`config.mk`:
```
export PLATFORM = sky130hd
export DESIGN_NAME = axi_copy_master
export DESIGN_NICKNAME = d
export VERILOG_FILES = /design/src/rtl/axi_copy_master.sv
export SDC_FILE = /design/constraint.sdc
export NUM_CORES = 1
export LEC_CHECK = 0
export BUFFER_PORTS_ARGS = -buffer_cell sky130_fd_sc_hd__buf_4
export CAP_MARGIN = 5
export CELL_PAD_IN_SITES_DETAIL_PLACEMENT = 0
export CELL_PAD_IN_SITES_GLOBAL_PLACEMENT = 1
export CORE_MARGIN = 2
export CORE_UTILIZATION = 35
export CTS_CLUSTER_SIZE = 12
export DETAILED_ROUTE_END_ITERATION = 8
export PLACE_DENSITY_LB_ADDON = 0.15
export SYNTH_ARGS = -nofsm -noshare
export SYNTH_HDL_FRONTEND = slang
export SYNTH_SLANG_ARGS = --single-unit
```
`constraint.sdc`:
```
create_clock -name clk -period 2.7 [get_ports clk]
set_input_delay 0.405 -clock clk [delete_from_list [all_inputs] [get_ports clk]]
set_output_delay 0.405 -clock clk [all_outputs]
set_load 0.01 [all_outputs]
```
`src/rtl/axi_copy_master.sv`:
```
// axi_copy_master: copies len words from src_addr to dst_addr, one outstanding AXI4-lite transaction at a time.
// Define AXI_COPY_TIMEOUT_EN to abort any handshake stalled for 255 cycles, raising err.
module axi_copy_master (
    input  logic        clk,
    input  logic        resetn,
    input  logic        start,
    input  logic [31:0] src_addr,
    input  logic [31:0] dst_addr,
    input  logic [9:0]  len,
    output logic        busy,
    output logic        done,
    output logic        err,
    output logic [9:0]  words_done,
    output logic        mem_axi_arvalid,
    input  logic        mem_axi_arready,
    output logic [31:0] mem_axi_araddr,
    output logic [2:0]  mem_axi_arprot,
    input  logic        mem_axi_rvalid,
    output logic        mem_axi_rready,
    input  logic [31:0] mem_axi_rdata,
    output logic        mem_axi_awvalid,
    input  logic        mem_axi_awready,
    output logic [31:0] mem_axi_awaddr,
    output logic [2:0]  mem_axi_awprot,
    output logic        mem_axi_wvalid,
    input  logic        mem_axi_wready,
    output logic [31:0] mem_axi_wdata,
    output logic [3:0]  mem_axi_wstrb,
    input  logic        mem_axi_bvalid,
    output logic        mem_axi_bready
);
    typedef enum logic [2:0] {IDLE, RADDR, RDATA, WRITE, WRESP, DONE} state_t;

    state_t      r_state, w_next;
    logic [31:0] r_src, r_dst, r_hold;
    logic [9:0]  r_len, r_words;
    logic        r_aw_done, r_w_done;
    logic        w_accept, w_ar_hs, w_r_hs, w_aw_hs, w_w_hs, w_b_hs, w_wr_ok, w_last, w_to;

    assign w_accept = (r_state == IDLE) && start;
    assign w_ar_hs  = mem_axi_arvalid && mem_axi_arready;
    assign w_r_hs   = mem_axi_rvalid && mem_axi_rready;
    assign w_aw_hs  = mem_axi_awvalid && mem_axi_awready;
    assign w_w_hs   = mem_axi_wvalid && mem_axi_wready;
    assign w_b_hs   = mem_axi_bvalid && mem_axi_bready;
    assign w_wr_ok  = (r_aw_done || w_aw_hs) && (r_w_done || w_w_hs);
    assign w_last   = ({1'b0, r_words} + 11'd1) == {1'b0, r_len};

`ifdef AXI_COPY_TIMEOUT_EN
    logic [7:0] r_wait;
    logic       r_err;
    logic       w_waiting;

    assign w_waiting = (r_state inside {RADDR, RDATA, WRITE, WRESP}) &&
                       !(w_ar_hs || w_r_hs || w_aw_hs || w_w_hs || w_b_hs);
    assign w_to      = (r_wait == 8'hFF);
    assign err       = r_err;

    always_ff @(posedge clk or negedge resetn) begin
        if (!resetn) begin
            r_wait <= 8'd0;
            r_err  <= 1'b0;
        end else begin
            r_wait <= (w_waiting && !w_to) ? r_wait + 8'd1 : 8'd0;
            r_err  <= w_accept ? 1'b0 : (r_err || w_to);
        end
    end
`else
    assign w_to = 1'b0;
    assign err  = 1'b0;
`endif

    always_ff @(posedge clk or negedge resetn) begin
        if (!resetn)
            r_state <= IDLE;
        else
            r_state <= w_next;
    end

    always_comb begin
        w_next = r_state;
        case (r_state)
            IDLE:    w_next = !start ? IDLE : (len == 10'd0) ? DONE : RADDR;
            RADDR:   w_next = w_to ? DONE : w_ar_hs ? RDATA : RADDR;
            RDATA:   w_next = w_to ? DONE : w_r_hs ? WRITE : RDATA;
            WRITE:   w_next = w_to ? DONE : w_wr_ok ? WRESP : WRITE;
            WRESP:   w_next = w_to ? DONE : !w_b_hs ? WRESP : w_last ? DONE : RADDR;
            default: w_next = IDLE;
        endcase
    end

    // Valids come straight from state so an asynchronous reset drops them in the same cycle.
    always_comb begin
        busy            = (r_state != IDLE);
        done            = (r_state == DONE);
        words_done      = r_words;
        mem_axi_arvalid = (r_state == RADDR) && !w_to;
        mem_axi_rready  = (r_state == RDATA) && !w_to;
        mem_axi_awvalid = (r_state == WRITE) && !r_aw_done && !w_to;
        mem_axi_wvalid  = (r_state == WRITE) && !r_w_done && !w_to;
        mem_axi_bready  = (r_state == WRESP) && !w_to;
        mem_axi_araddr  = r_src + {20'd0, r_words, 2'b00};
        mem_axi_awaddr  = r_dst + {20'd0, r_words, 2'b00};
        mem_axi_wdata   = r_hold;
        mem_axi_wstrb   = (r_state == WRITE) ? 4'hF : 4'h0;
        mem_axi_arprot  = 3'b000;
        mem_axi_awprot  = 3'b000;
    end

    always_ff @(posedge clk or negedge resetn) begin
        if (!resetn) begin
            r_src     <= 32'd0;
            r_dst     <= 32'd0;
            r_len     <= 10'd0;
            r_words   <= 10'd0;
            r_hold    <= 32'd0;
            r_aw_done <= 1'b0;
            r_w_done  <= 1'b0;
        end else begin
            if (w_accept) begin
                r_src <= src_addr;
                r_dst <= dst_addr;
                r_len <= len;
            end
            if (w_r_hs)
                r_hold <= mem_axi_rdata;
            r_words   <= w_accept ? 10'd0 : r_words + {9'd0, w_b_hs};
            r_aw_done <= (w_next == WRITE) && (r_aw_done || w_aw_hs);
            r_w_done  <= (w_next == WRITE) && (r_w_done || w_w_hs);
        end
    end
endmodule

```
# Yosys cells after proc, flatten, opt, wreduce, memory -nomap -nowiden
# Cells that the tools add are included.
# classes
add_sub_neg,4
n_mul,0
n_div,0
n_lt_le_gt_ge,0
n_eq_ne,7
n_shift,0
muxes,10
bitwise,0
reduce_logical,18
# op_table
op,n
32-bit by 12-bit adder with 32-bit output,2
3-bit 2-to-1 mux,5
3-bit one-hot mux with 5 select lines,1
10-bit by 1-bit adder with 11-bit output (second input constant),1
11-bit by 10-bit equality test with 1-bit output,1
1-bit logical AND,11
10-bit by 1-bit adder with 10-bit output,1
10-bit logical NOT,1
10-bit 2-to-1 mux,1
3-bit by 2-bit equality test with 1-bit output (second input constant),3
3-bit equality test (second input constant),2
4-bit 2-to-1 mux,1
3-bit by 1-bit equality test with 1-bit output (second input constant),1
3-bit logical NOT,1
3-bit nonzero test,1
1-bit logical NOT,2
1-bit logical OR,2
2-bit 2-to-1 mux,1
1-bit 2-to-1 mux,1
# word_totals
regBits,121
latch_bits,0
ram_bits,0
romBits,0
output_inout_bits,124
memories,0

# Depth between registers and ports, before layout
# depth
word_depth,9
mapped_depth,11
ltp_nobuf,10

# Worst setup path after synthesis
# OpenSTA, ideal clock, no wires.
# synth_path
path_kind,reg2out
startpoint,"register r_words[0], in the netlist words_done[0]"
endpoint,output port mem_axi_awaddr[20]
arrival_time_ns,2.550
setup_slack_ns,-0.255
stages_incl_launch_ff,12
path_cell_list,dfrtp_1 > ha_1 > inv_1 > fa_1 > nor2b_4 > o31a_1 > or4b_1 > a31o_1 > a21o_1 > buf_6 > nand4_2 > xnor2_1
# synth_via
elab_chain_len,1
# synth_rtl
element,line,source
from (decl),36,"logic [9:0] r_len, r_words;"
from (signal assigned),127,"r_words <= w_accept ? 10'd0 : r_words + {9'd0, w_b_hs};"
32-bit by 12-bit adder with 32-bit output,103,"mem_axi_awaddr = r_dst + {20'd0, r_words, 2'b00};"
to (decl),23,"output logic [31:0] mem_axi_awaddr,"
# No other way between the ends.

# Final worst setup path
# layout_path
startpoint,"register r_words[0], in the netlist words_done[0]"
endpoint,output port mem_axi_awaddr[28]
# The elaborated chain is that of the path after synthesis.

==> results by stage <==
Worst setup path:
- The worst setup path is launched from a flip-flop.
- Setup slack on the worst reg-to-reg path comes out at between 0.2 and 0.3 ns.
- The critical path is of the reg -> out type.
- STA classifies the critical path endpoint as an output port.
- For the worst flop-to-flop path, the logic depth is 10.
- In this run the worst path has a maximum fanout of 10.
- The worst endpoint data arrival time is 2.96 ns.
- The worst register-to-register path ends at r_state[2].
- The required time at the worst-slack endpoint is 2.30 ns.
- The worst reg2reg path startpoint is words_done[1].

STA:
- For the pin with the worst max-slew slack, the measured transition is 0.5870 ns.
- Derived from the worst setup path, the maximum achievable clock frequency is 297.2 MHz.
- Setup repair after global routing could not meet its margin everywhere.
- The share of the clock period used by the worst path after layout is 124.6%.
- The minimum clock period after layout is 3.365 ns.
- The worst slew slack as a fraction of its limit is a little over 60%.
- The number of setup violations in the final report is 45.
- The count of final hold-check violations was 0.
- Setup total negative slack on the finished layout was measured at -20.36 ns.
- Setup slack on the critical path of the routed design comes to -0.6646 ns.
- The count of pins over their slew limit was 0.
- The worst clock skew is about 0.012 ns.
- The worst slack on hold paths is 0.2014 ns.

Synth:
- The register area share after synthesis is 45.32%.
- The total of flip-flops plus latches after synthesis is around 120.
- The number of enable flip-flop cells after synthesis is 0.
- After synthesis, the share of flip-flops with an asynchronous set or reset is 100.0%.
- The cell area after synthesis is between 6000 and 7000 µm².
- The synthesized netlist cell count is 597.
- For this run, the leading register cell type out of synthesis is sky130_fd_sc_hd__dfrtp_1.
- Synthesis instantiated 49 different standard cells from the library.
- The average cell area after synthesis is 11.19 µm².
- Yosys printed 0 warnings.

Layout:
- The fraction of final layout cells sized beyond drive strength 1 is 53.21%.
- The final net count is 1013.
- The finished layout holds around 1.1k standard cells, fillers aside.
- From synthesis to final layout, the design area changed by 54.29%.
- The post-layout instance area is 10310 µm².
- The total inserted antenna cells is 0.
- The fill cell total of the finished layout is between 1.5k and 2k.

Clocking:
- The clock passes through at most 2 buffers.
- The H-tree depth is 4.
- The TritonCTS clock tree is built.
- For the worst-skew pair, the clock arrives at the later sink with an insertion delay of 0.41 ns.
- In this run, CTS created clock tree buffers numbering 17.
- The tree is rooted in a sky130_fd_sc_hd__clkbuf_16.
- The clock transition at the register clock pins on the worst setup and hold paths after CTS is ~0.06 ns.
- The clock net in this run drives a total of 121 sinks.

Run status:
- The checks that failed: setup timing.
- The run finished, with violations left.

Route:
- After detailed routing, the total wire length is 19410 µm.
- The number of search-and-repair iterations in the first detailed-routing pass is 4.
- The detailed-route DRC error count is 0.
- The number of DRC violations after detailed-routing iteration 0 is around 250.
- For this block, the via count after detailed routing is roughly 5.5k.
- The count of nets left with antenna violations once routing finished came out at 0.
- The wire length per cell is 17.32 µm.
- The number of vias per cell after detailed routing is 4.900.

Place:
- The congestion estimate from routability-driven global placement came to about 0.84.
- The wire-length estimate of the detail-placed layout is about 14000 µm.
- Once placement completed, the tool counted placed cells totaling 1066.
- The placed instances occupy a cell area of 8990 µm².
- The number of input and output port buffers inserted is 230.
- Before CTS, the worst setup slack after placement is -0.2993 ns.

Global routing:
- The number of antenna violations at the first check in global routing was 0.
- The first-pass GRT wire length is 30200 µm.
- Entering global routing, the biggest net connects 53 pins.
- The via count of the first global-routing pass is between 5k and 6k.
- Global routing finished with a remaining overflow of 0.
- In the global route stage, overall resource usage came out at 19.34%.

Floorplan:
- The floorplan die height is 142.2 µm.
- In this run the core area contains 50 standard-cell rows.
- In this run the count of I/O pins placed on the die edge is 238.
- The die outline area is ~20000 µm².
- The initial core utilization is between 30 and 40%.
- The total area inside the core boundary comes to 18710 µm².
- The horizontal extent of the die is between 100 and 150 µm.

Flow run:
- The count of maximum capacitance violations is 0.

Power and ir drop:
- In this run the static leakage power is 4.833 nW.
- The power density of the placed cells is 1029 nW/µm².
- VDD sags by at most 0.5285 mV.

Hold path:
- In this run the worst hold path is classified as in -> reg.
- The worst hold path begins at mem_axi_rdata[20].
- For hold timing, the worst endpoint is mem_axi_wdata[20].
- The worst hold path passes through 2 cells.
state kept, by name (all words and copies together), names as in the netlist:
| register | flops |
|---|---|
| mem_axi_wdata | 32 |
| r_dst | 32 |
| r_src | 32 |
| r_len | 10 |
| words_done | 10 |
| r_state | 3 |
| r_aw_done | 1 |
| r_w_done | 1 |
cell families (layout without fill, tap and decap cells):
logic type	count (synthesis)	count (layout)	share of synthesized area, %
and+or+nand+nor	151	151	12.13
DFF	121	121	45.32
muxes	105	105	17.68
AOI/OAI and AO/OA	71	71	6.592
xor gates and xnor gates	71	71	9.307
buffers and inverters	52	336	4.007
adders and majority gates	25	25	4.906
other	1	7	0.05613
critical path: stages (launching register included):
cell and delay [ns]:
sky130_fd_sc_hd__dfrtp_2 0.42, sky130_fd_sc_hd__ha_4 0.16, sky130_fd_sc_hd__inv_2 0.05, sky130_fd_sc_hd__fa_2 0.23, sky130_fd_sc_hd__nor2b_4 0.05, sky130_fd_sc_hd__o31a_1 0.26
sky130_fd_sc_hd__or4b_1 0.48, sky130_fd_sc_hd__a31o_1 0.20, sky130_fd_sc_hd__a21o_1 0.18, sky130_fd_sc_hd__buf_12 0.16, sky130_fd_sc_hd__nand4_4 0.10, sky130_fd_sc_hd__xnor2_2 0.11
sky130_fd_sc_hd__buf_4 0.14
final cells by class:
cell class / count / area [µm²] / share of cell area [%]
multi-input combinational: 430 / 4016 / 38.96
sequential: 121 / 3032 / 29.41
timing repair buffer: 292 / 2325 / 22.55
clock buffer: 21 / 450.4 / 4.369
tap: 234 / 292.8 / 2.840
clock inverter: 11 / 147.6 / 1.432
inverter: 12 / 45.04 / 0.4369
report_power, final:
group	total (mW)	switching, mW	internal, mW
sequential	3.51	0.835	2.67
combinational	4.77	2.02	2.74
clock	2.33	0.852	1.48
total	10.6	3.71	6.89
synthesized netlist by cell type (6+ instances only):
| cell | instances | area (µm²) |
|---|---|---|
| sky130_fd_sc_hd__a21o_1 | 6 | 45.04 |
| sky130_fd_sc_hd__a21oi_1 | 25 | 125.1 |
| sky130_fd_sc_hd__and3_1 | 12 | 75.07 |
| sky130_fd_sc_hd__buf_2 | 7 | 35.03 |
| sky130_fd_sc_hd__buf_4 | 15 | 112.6 |
| sky130_fd_sc_hd__clkbuf_1 | 16 | 60.06 |
| sky130_fd_sc_hd__dfrtp_1 | 121 | 3028 |
| sky130_fd_sc_hd__ha_1 | 23 | 287.8 |
| sky130_fd_sc_hd__inv_1 | 12 | 45.04 |
| sky130_fd_sc_hd__mux2_1 | 45 | 506.7 |
| sky130_fd_sc_hd__mux2_2 | 59 | 664.4 |
| sky130_fd_sc_hd__nand2_1 | 22 | 82.58 |
| sky130_fd_sc_hd__nand3_1 | 24 | 120.1 |
| sky130_fd_sc_hd__nand3_2 | 6 | 60.06 |
| sky130_fd_sc_hd__nand4_1 | 10 | 62.56 |
| sky130_fd_sc_hd__nor2_1 | 41 | 153.9 |
| sky130_fd_sc_hd__o21a_1 | 8 | 60.06 |
| sky130_fd_sc_hd__o21ai_0 | 12 | 60.06 |
| sky130_fd_sc_hd__xnor2_1 | 49 | 429.2 |
| sky130_fd_sc_hd__xor2_1 | 22 | 192.7 |
cell usage in the layout, fill, tap and decap left out, types with 4 or more instances in the layout:
master,instances
sky130_fd_sc_hd__nor2b_1,4
sky130_fd_sc_hd__buf_12,6
sky130_fd_sc_hd__conb_1,7
sky130_fd_sc_hd__inv_1,9
sky130_fd_sc_hd__buf_6,10
sky130_fd_sc_hd__dfrtp_1,118
sky130_fd_sc_hd__clkbuf_16,18
sky130_fd_sc_hd__nor2_2,8
sky130_fd_sc_hd__nand2_4,4
sky130_fd_sc_hd__and3_1,11
sky130_fd_sc_hd__mux2_1,45
sky130_fd_sc_hd__ha_1,15
sky130_fd_sc_hd__mux2_2,59
sky130_fd_sc_hd__nor3_1,4
sky130_fd_sc_hd__buf_4,274
sky130_fd_sc_hd__o21a_1,8
sky130_fd_sc_hd__nand3_2,9
sky130_fd_sc_hd__o21ai_0,10
sky130_fd_sc_hd__xnor2_2,25
sky130_fd_sc_hd__nand3_4,8
sky130_fd_sc_hd__xnor2_1,24
sky130_fd_sc_hd__a21oi_1,19
sky130_fd_sc_hd__and2_1,4
sky130_fd_sc_hd__nor2_1,30
sky130_fd_sc_hd__ha_4,7
sky130_fd_sc_hd__nand3_1,13
sky130_fd_sc_hd__xor2_1,20
sky130_fd_sc_hd__clkinv_4,4
sky130_fd_sc_hd__nand2_1,18
sky130_fd_sc_hd__a21o_1,6
sky130_fd_sc_hd__nand4_1,10
worst max-delay path by stage:
stage	start	slack [ns]	cells after the start	endpoint
3_5_place_dp	words_done[0]	-0.30	12	mem_axi_awaddr[28]
3_3_place_gp	words_done[0]	-0.30	12	mem_axi_awaddr[28]
2_1_floorplan	words_done[0]	-0.11	11	mem_axi_awaddr[20]
6_report	words_done[0]	-0.66	12	mem_axi_awaddr[28]
5_1_grt	r_dst[2]	-0.76	12	mem_axi_awaddr[14]
4_1_cts	words_done[0]	-0.69	12	mem_axi_awaddr[28]
per-stage QoR:
stage / utilization (%) / power (mW)
global route: 55.11 / 11.25
detailed placement: 48.06 / 7.978
finish: 55.11 / 10.60
floorplan: - / 5.871
global placement: 48.06 / 7.872
CTS: 54.11 / 10.58
timing repair:
action / CTS / global route
pin swaps: 43 / 34
hold endpoints to repair: 36 / 0
endpoints found under the setup margin: 46 / 49
setup buffers: 15 / 10
hold buffers: 1 / 0
gates resized for setup: 76 / 29
gates cloned: 2 / 1
per-layer routing:
metal	vias up	part of all wire [%]	global-route usage, %
met5	-	0	0
met4	0	0.99	6.263
met3	14	7.8	6.595
met2	166	50	33.00
met1	2671	41	22.93
li1	2642	-	-
No activity file was read; power rests on OpenSTA's default activity.
